==> src/rtl/imm_gen_pipe.sv <==
// Registered immediate generator with skid buffer: decodes RV immediates, format and PC target.
// Optional build macro IMM_GEN_CSR_EN: CSR*I instructions return zero-extended zimm with format 6.
module imm_gen_pipe #(
  parameter int XLEN  = 32,
  parameter int FMT_W = 3
) (
  input  logic             clk,
  input  logic             rst_n,
  input  logic             flush,
  input  logic             in_valid,
  output logic             in_ready,
  input  logic [31:0]      in_instr,
  input  logic [XLEN-1:0]  in_pc,
  output logic             out_valid,
  input  logic             out_ready,
  output logic [XLEN-1:0]  out_imm,
  output logic [FMT_W-1:0] out_fmt,
  output logic             out_illegal,
  output logic [XLEN-1:0]  out_target,
  output logic [31:0]      out_instr
);

  localparam int DEC_W = XLEN + FMT_W + 1;

  localparam logic [6:0] OP_IMM    = 7'b0010011;
  localparam logic [6:0] OP_LOAD   = 7'b0000011;
  localparam logic [6:0] OP_JALR   = 7'b1100111;
  localparam logic [6:0] OP_SYS    = 7'b1110011;
  localparam logic [6:0] OP_STORE  = 7'b0100011;
  localparam logic [6:0] OP_BRANCH = 7'b1100011;
  localparam logic [6:0] OP_LUI    = 7'b0110111;
  localparam logic [6:0] OP_AUIPC  = 7'b0010111;
  localparam logic [6:0] OP_JAL    = 7'b1101111;
  localparam logic [6:0] OP_REG    = 7'b0110011;
  localparam logic [6:0] OP_IMM32  = 7'b0011011;

  localparam logic [FMT_W-1:0] FMT_R   = FMT_W'(0);
  localparam logic [FMT_W-1:0] FMT_I   = FMT_W'(1);
  localparam logic [FMT_W-1:0] FMT_S   = FMT_W'(2);
  localparam logic [FMT_W-1:0] FMT_B   = FMT_W'(3);
  localparam logic [FMT_W-1:0] FMT_U   = FMT_W'(4);
  localparam logic [FMT_W-1:0] FMT_J   = FMT_W'(5);
  localparam logic [FMT_W-1:0] FMT_CSR = FMT_W'(6);

  // Returns {illegal, fmt, imm}; every immediate is built as signed 32-bit, then widened to XLEN.
  function automatic logic [DEC_W-1:0] decode(input logic [31:0] ins);
    logic signed [31:0] simm;
    logic [FMT_W-1:0]   fmt;
    logic               ill;
    logic               zext;
    logic [XLEN-1:0]    imm;
    simm = '0;
    fmt  = FMT_R;
    ill  = 1'b0;
    zext = 1'b0;
    case (ins[6:0])
      OP_IMM, OP_LOAD, OP_JALR: begin
        simm = 32'($signed(ins[31:20]));
        fmt  = FMT_I;
      end
      OP_SYS: begin
        simm = 32'($signed(ins[31:20]));
        fmt  = FMT_I;
`ifdef IMM_GEN_CSR_EN
        if (ins[14]) begin
          zext = 1'b1;
          fmt  = FMT_CSR;
        end
`endif
      end
      OP_STORE: begin
        simm = 32'($signed({ins[31:25], ins[11:7]}));
        fmt  = FMT_S;
      end
      OP_BRANCH: begin
        simm = 32'($signed({ins[31], ins[7], ins[30:25], ins[11:8], 1'b0}));
        fmt  = FMT_B;
      end
      OP_LUI, OP_AUIPC: begin
        simm = $signed({ins[31:12], 12'b0});
        fmt  = FMT_U;
      end
      OP_JAL: begin
        simm = 32'($signed({ins[31], ins[19:12], ins[20], ins[30:21], 1'b0}));
        fmt  = FMT_J;
      end
      OP_REG: fmt = FMT_R;
      OP_IMM32: begin
        if (XLEN == 64) begin
          simm = 32'($signed(ins[31:20]));
          fmt  = FMT_I;
        end else begin
          ill = 1'b1;
        end
      end
      default: ill = 1'b1;
    endcase
    imm = zext ? XLEN'(ins[19:15]) : XLEN'(simm);
    return {ill, fmt, imm};
  endfunction

  logic [XLEN-1:0]  imm_p0, tgt_p0;
  logic [FMT_W-1:0] fmt_p0;
  logic             ill_p0;

  always_comb begin
    {ill_p0, fmt_p0, imm_p0} = decode(in_instr);
    tgt_p0 = in_pc + imm_p0;
  end

  // ---- stage p1: main output register plus skid entry ----
  logic             vld_p1, sk_vld_p1;
  logic [XLEN-1:0]  imm_p1, tgt_p1, sk_imm_p1, sk_tgt_p1;
  logic [FMT_W-1:0] fmt_p1, sk_fmt_p1;
  logic             ill_p1, sk_ill_p1;
  logic [31:0]      ins_p1, sk_ins_p1;
  logic             acc, load_main;

  assign in_ready  = !sk_vld_p1;
  assign acc       = in_valid && in_ready;
  assign load_main = !vld_p1 || out_ready;

  always_ff @(posedge clk or negedge rst_n) begin
    if (!rst_n) begin
      vld_p1    <= 1'b0;
      sk_vld_p1 <= 1'b0;
    end else if (flush) begin
      vld_p1    <= 1'b0;
      sk_vld_p1 <= 1'b0;
    end else if (load_main) begin
      vld_p1    <= sk_vld_p1 || acc;
      sk_vld_p1 <= 1'b0;
    end else if (acc) begin
      sk_vld_p1 <= 1'b1;
    end
  end

  always_ff @(posedge clk or negedge rst_n) begin
    if (!rst_n) begin
      imm_p1 <= '0;
      tgt_p1 <= '0;
      fmt_p1 <= '0;
      ill_p1 <= 1'b0;
      ins_p1 <= '0;
    end else if (load_main && sk_vld_p1) begin
      imm_p1 <= sk_imm_p1;
      tgt_p1 <= sk_tgt_p1;
      fmt_p1 <= sk_fmt_p1;
      ill_p1 <= sk_ill_p1;
      ins_p1 <= sk_ins_p1;
    end else if (load_main && acc) begin
      imm_p1 <= imm_p0;
      tgt_p1 <= tgt_p0;
      fmt_p1 <= fmt_p0;
      ill_p1 <= ill_p0;
      ins_p1 <= in_instr;
    end
  end

  always_ff @(posedge clk) begin
    if (!load_main && acc) begin
      sk_imm_p1 <= imm_p0;
      sk_tgt_p1 <= tgt_p0;
      sk_fmt_p1 <= fmt_p0;
      sk_ill_p1 <= ill_p0;
      sk_ins_p1 <= in_instr;
    end
  end

  assign out_valid   = vld_p1;
  assign out_imm     = imm_p1;
  assign out_target  = tgt_p1;
  assign out_fmt     = fmt_p1;
  assign out_illegal = ill_p1;
  assign out_instr   = ins_p1;

endmodule

==> config.mk <==
export PLATFORM = sky130hd
export DESIGN_NAME = imm_gen_pipe
export DESIGN_NICKNAME = d
export VERILOG_FILES = /design/src/rtl/imm_gen_pipe.sv
export SDC_FILE = /design/constraint.sdc
export NUM_CORES = 1
export LEC_CHECK = 0
export ABC_AREA = 0
export CAP_MARGIN = 20
export CORE_ASPECT_RATIO = 1.25
export CORE_MARGIN = 5
export CORE_UTILIZATION = 34
export DETAILED_ROUTE_END_ITERATION = 12
export GPL_TIMING_DRIVEN = 1
export PLACE_DENSITY = 0.66
export SYNTH_ARGS = -nofsm -noshare
export SYNTH_HDL_FRONTEND = slang
export SYNTH_SLANG_ARGS = --single-unit
==> constraint.sdc <==
create_clock -name clk -period 3.6 [get_ports clk]
set_input_delay 0.36 -clock clk [delete_from_list [all_inputs] [get_ports clk]]
set_output_delay 0.36 -clock clk [all_outputs]
set_load 0.01 [all_outputs]
# Word level (Yosys, flattened, before mapping)
# Index checks and enable logic that the tools add are counted.
# W data, S select, Z words.
classes:
  addsub: 1
  n_eq_ne: 10
  mux: 18
  reduce_logical: 15
ops:
  columns: ["cell", "count"]
  rows:
  - ["$mux W32", 6]
  - ["$pmux W32 S5", 1]
  - ["$add A32 B32 Y32", 1]
  - ["$eq A7 B7 Y1 const B", 4]
  - ["$eq A7 B6 Y1 const B", 3]
  - ["$pmux W3 S5", 1]
  - ["$eq A7 B5 Y1 const B", 2]
  - ["$reduce_or A10 Y1", 1]
  - ["$mux W1", 8]
  - ["$eq A7 B2 Y1 const B", 1]
  - ["$mux W3", 2]
  - ["$logic_and A1 B1 Y1", 4]
  - ["$reduce_bool A2 Y1", 2]
  - ["$reduce_or A4 Y1", 1]
  - ["$logic_not A1 Y1", 3]
  - ["$reduce_bool A3 Y1", 1]
  - ["$logic_or A1 B1 Y1", 2]
  - ["$reduce_or A2 Y1", 1]
totals:
  register_bits: 202
  input_bits: 69
  output_inout_bits: 102
  wordCells: 56

# Logic depth before layout (Yosys ltp)
# Gate-level depths: netlist of run 1.
depth:
  ltp_word: 6
  depth_mapped: 19
  depth_no_buf: 16

# Worst setup path before layout of run 1
# OpenSTA, ideal clock, no wires.
synth_path:
  path_type: "input to register"
  startpoint: "in in_instr[5]"
  endpoint: "reg tgt_p1[30] (netlist: out_target[30])"
  setup_time_ns: 0.079
  arrival_ns: 3.836
  required_time_ns: 3.521
  setup_slack_ns: -0.316
  path_stages: 17
  path_buffers: 1
  cell_sequence: "clkbuf_1 > inv_1 > nor4b_2 > and2_1 > a22o_1 > ha_1 > inv_1 > fa_1 > nor2b_1 > o211ai_2 > a21oi_2 > o21bai_1 > a2111oi_2 > nor2_1 > o31ai_2 > xor2_1 > a2bb2oi_1"
synth_via:
  elab_chain_cells: 6
  word_cells_on_any_way: 15
  classes_between: "add/sub (1); eq/ne (9); mux (3); reduce/logical (2)"
synth_rtl:
  columns: ["item", "line", "text"]
  rows:
  - ["start, declared", "12", "input logic [31:0] in_instr,"]
  - ["$eq A7 B7 Y1, or another cell as far along", "56", "case (ins[6:0])"]
  - ["$reduce_or A4 Y1 (no source line) / $reduce_or A2 Y1 (equally long branches)", null, null]
  - ["$pmux W32 S5 *", "56", null]
  - ["net imm_p0[0]", "102", "logic [XLEN-1:0] imm_p0, tgt_p0;"]
  - ["$add A32 B32 Y32 *", "108", "tgt_p0 = in_pc + imm_p0;"]
  - ["net tgt_p0[30]", "102", null]
  - ["$mux W32 *", "151", "end else if (load_main && acc) begin"]
  - ["$mux W32 *", "145", "end else if (load_main && sk_vld_p1) begin"]
  - ["end signal, assigned", "147", "tgt_p1 <= sk_tgt_p1;"]
  - ["end signal, assigned", "153", "tgt_p1 <= tgt_p0;"]
  - ["end, declared", "113", "logic [XLEN-1:0] imm_p1, tgt_p1, sk_imm_p1, sk_tgt_p1;"]
# Mark *: on every way through the listed nets, which the timed path passes. The rest lies on a longest branch. The select of a mux whose other input is x is not followed.
# A chain may end at the register's enable or synchronous reset.

# Final worst setup path of run 1
layout_path:
  startpoint: "in in_instr[2]"
  endpoint: "reg tgt_p1[30] (netlist: out_target[30])"
# Same word-level chain as after synthesis.

==> results of run 1 <==
-- worst paths after layout --
| path | startpoint | endpoint | slack (ns) | depth (start not counted) |
|---|---|---|---|---|
| setup / recovery | in_instr[2] | out_target[30] | 0.16 | 19 |
| hold / removal | in_instr[1] | sk_ins_p1[1] | 0.21 | 2 |
| setup reg to reg | sk_vld_p1 | out_instr[31] | 1.24 | 5 |
| hold reg to reg | sk_tgt_p1[19] | out_target[19] | 0.47 | 2 |
| max in group asynchronous | rst_n | out_target[11] | 2.42 | 3 |
| min in group asynchronous | rst_n | out_target[24] | 0.39 | 2 |
-- power by group through the flow --
stage	sequential [mW]	combinational, mW	clock, mW
detailed placement	2.75	1.06	0
global route	2.72	1.15	2.24
floorplan	2.78	0.365	0
global placement	2.75	1.04	0
finish	2.71	1.07	2.10
CTS	2.71	1.06	2.15
-- state kept, by name, summed over array words and instances (netlist names) --
register     count
out_valid        1
sk_ins_p1       32
out_imm         32
out_instr       32
sk_imm_p1       32
sk_vld_p1        1
sk_tgt_p1       32
out_fmt          3
out_target      32
sk_fmt_p1        3
out_illegal      1
sk_ill_p1        1
-- layout make-up --
| cell class | instances | area (um^2) | area share [%] |
|---|---|---|---|
| Timing Repair Buffer | 352 | 3130 | 22.4 |
| Sequential cell | 202 | 5560 | 39.7 |
| Clock inverter | 12 | 76.3 | 0.546 |
| Multi-Input combinational cell | 655 | 4120 | 29.5 |
| Clock buffer | 27 | 589 | 4.22 |
| Antenna cell | 2 | 5.00 | 0.0358 |
| Tap cell | 355 | 444 | 3.18 |
| Inverter | 16 | 60.1 | 0.430 |
-- placed cells by master, fill, tap and decap left out, types with 8 or more instances in the layout --
cell	n
clkdlybuf4s50_1	161
o21a_1	8
o21ai_0	68
edfxtp_1	100
clkbuf_16	22
ha_1	30
inv_1	14
a21oi_1	112
and2_1	9
a21oi_2	8
nor2b_1	9
dfrtp_1	102
a21o_1	13
mux2i_1	18
xnor2_1	17
buf_4	174
xor2_1	12
o22ai_1	79
a22oi_1	8
nand3_1	19
nor2_1	34
nand2_1	116
-- through the flow --
step	hold slack [ns]	cell area [um^2]	utilization, %	power (mW)
after floorplan	0.0644	9880	-	3.15
after global placement	0.396	13100	46.0	3.79
after CTS	0.347	13800	48.6	5.92
after detailed placement	0.392	13100	46.0	3.81
after global routing	0.210	14000	49.1	6.11
final	0.210	14000	49.1	5.88
-- layer usage --
layer  share of wire (%)  wire, um  vias up  GRT usage, %
li1                    -         -     4118             -
met1                  40     13400     4267          24.4
met2                  52     17600      252          35.6
met3                 4.7      1570       58          2.51
met4                 3.2      1090        0          7.07
met5                   0         0        -             0
-- kinds of logic (layout without fill, tap and decap cells) --
| family | Yosys count | count (layout) | share of synthesized area [%] |
|---|---|---|---|
| XOR/XNOR | 29 | 29 | 2.58 |
| other | 0 | 2 | 0 |
| flip-flops | 202 | 202 | 56.5 |
| multiplexers | 18 | 18 | 1.83 |
| AND/OR/NAND/NOR | 222 | 222 | 10.0 |
| adder cells (fa/ha/maj) | 32 | 32 | 4.15 |
| AO/OA/AOI/OAI | 354 | 354 | 21.9 |
| buffers and inverters | 78 | 407 | 3.09 |
-- repair_timing --
item / in CTS / in global routing
endpoints found under the hold margin: 40 / 0
resized for setup: 13 / 25
endpoints found under the setup margin: 20 / 27
pin swaps: 2 / 16
gates cloned: 0 / 1
setup buffers: 2 / 5
hold buffers: 1 / 0
==> impl_metrics.py, run 1 <==
metrics = {
    "layout": {
        "fin_cells": 1621,
        "synthToLayoutAreaGrowth_pct": 42.1,
        "nFillCells": 2599,
        "layout-drive-gt1-share_pct": 20.3,
        "num-nets-final": 1350,
    },
    "detailed_routing": {
        "drc": 0,
        "wirelength_mm": 33.6,
        "drt-pass1-iter-count": 5,
        "via_per_inst": 5.36,
        "postRouteAntennaNets": 0,
        "vias": 8695,
        "routedWlPerCell_um": 20.7,
        "first_iter_violations": 538,
    },
    "clock_network": {
        "clkTransAtPathRegs_ns": 0.07,
        "clockBufferDepth": 3,
        "clk_latency_ns": 0.51,
        "numCtsBuffers": 22,
        "h-tree-depth": 1,
        "cts_root_buf": "clkbuf_16",
        "clock-sinks": 202,
        "cts_tree": "yes",
    },
    "pwr": {
        "pwr-share-seq_pct": 46.0,
        "vdd_drop_max_uv": 220,
        "p_leak_nw": 5.85,
        "powerDensity_mw_per_mm2": 420,
        "combPwrFrac_pct": 18.2,
        "power_switching_mw": 1.57,
        "power.internal_mw": 4.31,
        "switching_share_pct": 26.8,
        "clock_power_share_pct": 35.8,
    },
    "sta": {
        "tightest_slew_ns": 0.791,
        "setup_ws_ns": 0.160,
        "fmax_mhz": 291,
        "hold_viol_final": 0,
        "slew_headroom_pct": 47.1,
        "period_share_pct": 95.6,
        "setup_viol": 0,
        "drv_slew": 0,
        "fin_setup_tns_ns": 0,
        "rsz0062_at_grt": "false",
        "fin_skew_ns": 0.0220,
        "period_needed_ns": 3.44,
    },
    "worst_setup_path": {
        "path_class": "input pin to flop",
        "end_kind": "flop",
        "start_kind": "input pin",
        "cp_slowest_stage_delay_ns": 0.39,
        "required_ns": 4.03,
        "crit_family": "compound AO/OA/AOI/OAI gates",
        "cp.arrival_ns": 3.87,
        "cp_cell_sequence": "dlymetal6s2s_1 -> buf_6 -> buf_4 -> mux2i_1 -> a31oi_1 -> nor2_2 -> buf_4 -> buf_4 -> and2_1 -> ha_1 -> and4_1 -> nand3_1 -> a21oi_2 -> o21bai_2 -> a2111oi_4 -> nor2_2 -> o31ai_2 -> xor2_1 -> a2bb2oi_1",
        "crit_slowest_cell": "ha_1",
        "worstPathMaxFanout": 7,
        "crit_buf_inv": 5,
        "cp_common_cell": "buf_4",
    },
    "floorplanning": {
        "die_width_um": 162,
        "die_area_mm2": 0.0325,
        "start_util_pct": 34.5,
        "std_cell_rows": 69,
        "pin_count": 171,
        "die_y_um": 200,
        "coreArea_mm2": 0.0285,
    },
    "placement": {
        "io_buffers": 170,
        "placed_cells": 1570,
        "hpwl_mm": 25.0,
        "place_ws_ns": -0.686,
        "gp_congestion": 0.942,
    },
    "grt": {
        "antenna_found_initial": 2,
        "grt_remaining_overflow": 0,
        "grt.total_usage_pct": 19.9,
        "grt_pass1_wl_mm": 51.0,
        "grt_max_degree": 67,
        "grt_pass1_vias": 8902,
    },
    "yosys": {
        "avgSynthCellArea_um2": 10.5,
        "syn-num-nets": 1036,
        "yosysSeqAreaShare_pct": 56.5,
        "yosys-top-cells-area": "edfxtp_1 31%, dfrtp_1 26%, a21oi_1 6.1%, o22ai_1 5.0%, nand2_1 4.5%",
        "yosys.area.top_type": "edfxtp_1",
        "yosysWarnings": 0,
        "synth-edff-count": 100,
        "post-synth-top-count-cell": "a21oi_1",
        "synthesis.area_mm2": 0.00984,
        "synth.top_cells.by_count": "119 x a21oi_1, 117 x nand2_1, 102 x dfrtp_1",
        "synth-seq-cells": 202,
        "ys.flop_type": "dfrtp_1",
        "syn_inst": 935,
        "ys_async_sr_fraction_pct": 50.5,
        "synth_cell_types": 60,
        "yosys.area.top_type_share_pct": 30.5,
    },
    "run_status": {
        "status": "finished clean",
    },
    "run": {
        "maxCapViolCount": 0,
    },
    "worst_hold_path": {
        "worstHoldPathType": "input pin to flop",
    },
}
Power figures use the tool's default switching activity.
==> run 2: changes to the inputs <==
Settings changed: CORE_MARGIN 5 to 2, CORE_UTILIZATION 34 to 45, DONT_BUFFER_PORTS set to 1, PLACE_DENSITY 0.66 to 0.7.
==> run 2 against run 1 <==
Net effect:
- global-route usage grew 7.1 points
- design area decreased by 16%
- clock skew decreased by 0.0074 ns
- sequential share of layout area increased by 7.7 points
- count of clock-buffer cells in the layout shrank 3
- clock power increased by 6%
- die area down 29%
- via count fell by 8.2%
- fmax grew 7.1%
- critical path type unchanged
- highest routed layer unchanged
==> impl_metrics.py, run 2 (synthesis gave the netlist of run 1 again) <==
metrics = {
    "sta": {
        "fin_setup_tns_ns": 0,
        "slew_headroom_pct": 29.0,
        "tightest_slew_ns": 1.06,
        "fin_skew_ns": 0.0146,
        "drv_slew": 0,
        "period_needed_ns": 3.21,
        "hold_viol_final": 0,
        "setup_viol": 0,
        "period_share_pct": 89.2,
        "holdWs_ns": 0.0579,
        "rsz0062_at_grt": "false",
        "fmax_mhz": 311,
    },
    "detailed_routing": {
        "drc": 0,
        "drt-pass1-iter-count": 5,
        "postRouteAntennaNets": 0,
        "first_iter_violations": 641,
        "vias": 7986,
        "via_per_inst": 6.11,
        "routedWlPerCell_um": 24.0,
        "wirelength_mm": 31.4,
    },
    "placement": {
        "gp_congestion": 0.923,
        "io_buffers": 0,
        "hpwl_mm": 21.5,
    },
    "worst_setup_path": {
        "cp.arrival_ns": 3.60,
        "end_kind": "flop",
        "cp_slowest_stage_delay_ns": 0.34,
        "crit_slowest_cell": "a21oi_1",
        "path_class": "input pin to flop",
        "r2r_slack_ns": 1.15,
        "cp_cell_sequence": "inv_1 -> nor2_1 -> nand3_1 -> a21oi_1 -> buf_4 -> a22o_1 -> ha_1 -> o21ai_0 -> o21ai_1 -> a21oi_1 -> nand2b_1 -> a21oi_1 -> nor2_1 -> nor4b_1 -> a311oi_1 -> buf_4 -> a221o_1",
        "start_kind": "input pin",
        "required_ns": 3.99,
        "cp_common_cell": "a21oi_1",
        "worstPathMaxFanout": 9,
    },
    "grt": {
        "grt_pass1_wl_mm": 47.1,
        "grt_max_degree": 103,
        "grt_pass1_vias": 7976,
        "grt_remaining_overflow": 0,
        "antenna_found_initial": 1,
        "grt.total_usage_pct": 26.9,
    },
    "run_status": {
        "status": "finished clean",
    },
    "layout": {
        "synthToLayoutAreaGrowth_pct": 18.9,
        "num_antenna_cells": 0,
        "final_common_cell": "a21oi_1",
        "layout_common_cells": "119 x a21oi_1, 117 x nand2_1, 102 x dfrtp_1",
        "num-nets-final": 1115,
        "layout-drive-gt1-share_pct": 13.3,
    },
    "worst_hold_path": {
        "worstHoldPathType": "input pin to flop",
    },
    "clock_network": {
        "numCtsBuffers": 21,
        "clk_latency_ns": 0.51,
        "clkTransAtPathRegs_ns": 0.07,
        "cts_tree": "yes",
        "clock-sinks": 202,
        "clockBufferDepth": 3,
        "h-tree-depth": 1,
        "cts_root_buf": "clkbuf_16",
    },
    "floorplanning": {
        "die_width_um": 136,
        "start_util_pct": 45.8,
        "std_cell_rows": 60,
        "coreArea_mm2": 0.0215,
        "die_area_mm2": 0.0231,
        "pin_count": 171,
        "die_y_um": 169,
    },
    "pwr": {
        "powerDensity_mw_per_mm2": 477,
        "vdd_drop_max_uv": 387,
        "p_leak_nw": 4.82,
    },
    "run": {
        "maxCapViolCount": 0,
    },
}
run 2: cell count changes in the layout (fill, tap and decap cells not counted), moves of 3 or more:
cell and delta:
clkdlybuf4s50_1 -161, buf_4 -94, dlygate4sd3_1 +33, a21oi_1 +7, a21oi_2 -7, dlymetal6s2s_1 -4
buf_12 -3, clkbuf_1 -3
run 2: layout make-up:
| type | instances | area (um^2) |
|---|---|---|
| clock buffers | 24 | 567 |
| flip-flops and latches | 202 | 5560 |
| inverters | 16 | 60.1 |
| fillers | 1889 | 9770 |
| repair buffers | 118 | 1020 |
| well taps | 279 | 349 |
| multi-input cells | 655 | 4020 |
| clock inverters | 14 | 128 |
run 2: worst max-delay path, delay by kind of cell:
kind | cells | cell delay (ns)
fa+ha+maj | 1 | 0.24
simple gates | 5 | 0.88
compound gates | 8 | 1.72
buf+inv | 3 | 0.40
run 2: final timing paths:
kind                          startpoint             end  cells after the start
max in group asynchronous          rst_n   out_instr[28]                      2
min in group asynchronous          rst_n  out_target[31]                      2
min reg2reg                sk_tgt_p1[23]  out_target[23]                      2
max                          in_instr[5]  out_target[25]                     17
max reg2reg                    sk_vld_p1  out_target[30]                      6
min                         in_instr[22]   out_instr[22]                      2
run 2: power by group:
group,leakage (nW),internal [mW],switching (mW)
clock network,0.348,1.28,0.939
registers,2.12,2.59,0.203
logic,2.35,0.241,0.326
run 2: stage by stage:
step | total power, mW | instances | utilization, % | cell area [um^2] | worst slack, ns
6_report | 5.58 | 1308 | 54.5 | 11700 | 0.388
5_1_grt | 5.79 | 1308 | 54.5 | 11700 | 0.0459
4_1_cts | 5.61 | 1307 | 54.5 | 11700 | 0.438
3_5_place_dp | 3.34 | 1234 | 49.5 | 10600 | -0.0894
3_3_place_gp | 3.32 | 1234 | 49.5 | 10600 | -0.0700
2_1_floorplan | 3.15 | 935 | - | 9880 | -0.0580
run 2: layer usage:
| layer | share of wire (%) | track usage (%) | vias up |
|---|---|---|---|
| met3 | 8.2 | 6.06 | 96 |
| met2 | 49 | 45.4 | 379 |
| met5 | 0 | 0 | - |
| li1 | - | - | 3645 |
| met4 | 4.8 | 12.0 | 0 |
| met1 | 38 | 32.9 | 3866 |
run 2: what timing repair did:
item / in CTS / in global routing
resized for setup: 0 / 0
hold endpoints to repair: 136 / 0
buffers inserted: 0 / 0
hold buffers: 35 / 0
==> run 3: changes to the inputs <==
Settings changed: SLEW_MARGIN set to 30.
==> run 3 against run 2 <==
Net effect:
- clock power about the same
- via count down 0.11%
- final cell count about the same
- critical path type unchanged
- highest routed layer unchanged
==> impl_metrics.py, run 3 (synthesis gave the netlist of run 1 again) <==
metrics = {
    "run_status": {
        "status": "finished clean",
    },
    "worst_setup_path": {
        "worstPathMaxFanout": 10,
        "cp.arrival_ns": 3.58,
        "required_ns": 4.00,
        "start_kind": "input pin",
        "path_class": "input pin to flop",
        "rr_startpoint": "out_valid",
        "end_kind": "flop",
        "r2r_slack_ns": 1.23,
        "rr_endpoint": "out_target[21]",
        "ff2ff_path_depth": 5,
    },
    "placement": {
        "placed_cells": 1234,
        "hpwl_mm": 21.4,
        "gp_congestion": 0.923,
        "io_buffers": 0,
        "place_area_mm2": 0.0106,
    },
    "sta": {
        "fin_skew_ns": 0.0185,
        "rsz0062_at_grt": "false",
        "tightest_slew_ns": 0.915,
        "fmax_mhz": 314,
        "hold_viol_final": 0,
        "period_share_pct": 88.6,
        "drv_slew": 0,
        "slew_headroom_pct": 38.8,
        "setup_viol": 0,
        "period_needed_ns": 3.19,
    },
    "layout": {
        "layout_common_cells": "119 x a21oi_1, 117 x nand2_1, 102 x dfrtp_1",
        "fin_cells": 1309,
        "final_common_cell": "a21oi_1",
        "layout-drive-gt1-share_pct": 13.2,
        "fin_area_mm2": 0.0117,
        "utilization_pct": 54.6,
        "synthToLayoutAreaGrowth_pct": 19.1,
        "num-nets-final": 1114,
    },
    "clock_network": {
        "numCtsBuffers": 21,
        "clock-sinks": 202,
        "clkTransAtPathRegs_ns": 0.06,
        "cts_root_buf": "clkbuf_16",
        "h-tree-depth": 1,
        "cts_tree": "yes",
        "clockBufferDepth": 3,
        "post_cts_buffers": 0,
        "clk_latency_ns": 0.52,
    },
    "run": {
        "maxCapViolCount": 0,
    },
    "floorplanning": {
        "die_width_um": 136,
        "pin_count": 171,
        "start_util_pct": 45.8,
        "die_y_um": 169,
        "die_area_mm2": 0.0231,
        "std_cell_rows": 60,
        "coreArea_mm2": 0.0215,
    },
    "worst_hold_path": {
        "worstHoldPathType": "input pin to flop",
        "min_path_cells": 2,
        "min_from": "in_instr[20]",
        "whs_endpoint": "out_instr[20]",
    },
    "detailed_routing": {
        "drc": 0,
        "first_iter_violations": 702,
        "wirelength_mm": 31.2,
        "vias": 7977,
        "drt-pass1-iter-count": 5,
        "routedWlPerCell_um": 23.8,
        "via_per_inst": 6.09,
        "postRouteAntennaNets": 0,
    },
    "grt": {
        "grt.total_usage_pct": 26.8,
        "grt_remaining_overflow": 0,
        "antenna_found_initial": 1,
        "grt_pass1_wl_mm": 46.6,
        "grt_max_degree": 103,
        "grt_pass1_vias": 7986,
    },
    "pwr": {
        "powerDensity_mw_per_mm2": 479,
        "vdd_drop_max_uv": 353,
        "p_leak_nw": 4.82,
    },
}
run 3: metal layers:
layer | vias up | global-route usage [%] | part of all wire (%)
met2 | 363 | 44.2 | 49
li1 | 3653 | - | -
met5 | - | 0 | 0
met4 | 0 | 13.4 | 5.4
met1 | 3867 | 31.8 | 37
met3 | 94 | 7.56 | 9.3
run 3: area by class of cell:
type                    instances  area [um^2]
fillers                      1869         9750
diodes                          2         5.00
flip-flops and latches        202         5560
multi-input cells             655         4030
clock buffers                  31          646
inverters                      16         60.1
well taps                     279          349
clock inverters                 7         67.6
repair buffers                117         1010
run 3: worst max-delay path by stage:
stage,startpoint,to,slack (ns),depth (start not counted)
floorplan,in_instr[2],out_target[30],-0.06,17
finish,in_instr[2],out_target[28],0.41,16
global route,in_instr[0],out_target[30],0.09,16
CTS,in_instr[2],out_target[28],0.41,16
global placement,in_instr[5],out_target[25],-0.07,17
detailed placement,in_instr[0],out_target[30],-0.11,16
run 3: critical path: stages:
cell	delay, ns
xor2_1	0.14
a31oi_1	0.17
nor3_1	0.09
buf_4	0.14
o21ai_0	0.17
o311ai_0	0.23
buf_4	0.23
ha_1	0.32
and4_1	0.18
a221o_1	0.37
o21ai_1	0.21
a31oi_1	0.18
a311o_1	0.34
a21oi_1	0.17
xnor2_1	0.10
a21o_1	0.16
run 3: report_power, final:
| group | total (mW) | switching, mW | internal, mW |
|---|---|---|---|
| combinational | 0.564 | 0.324 | 0.240 |
| sequential | 2.80 | 0.203 | 2.59 |
| clock | 2.25 | 0.931 | 1.32 |
| total | 5.61 | 1.46 | 4.15 |
run 3: stage by stage:
| stage | hold WS [ns] | setup TNS, ns | setup slack [ns] | power, mW |
|---|---|---|---|---|
| floorplan | 0.0644 | -0.108 | -0.0580 | 3.15 |
| global route | 0.0481 | 0 | 0.0912 | 5.82 |
| CTS | 0.0398 | 0 | 0.412 | 5.65 |
| global placement | 0.0685 | -0.170 | -0.0700 | 3.32 |
| detailed placement | 0.0663 | -0.636 | -0.112 | 3.34 |
| finish | 0.0504 | 0 | 0.412 | 5.61 |
run 3: what timing repair did:
action	in CTS	in global routing
gates resized for setup	0	0
hold buffers	35	0
hold endpoints to repair	136	0
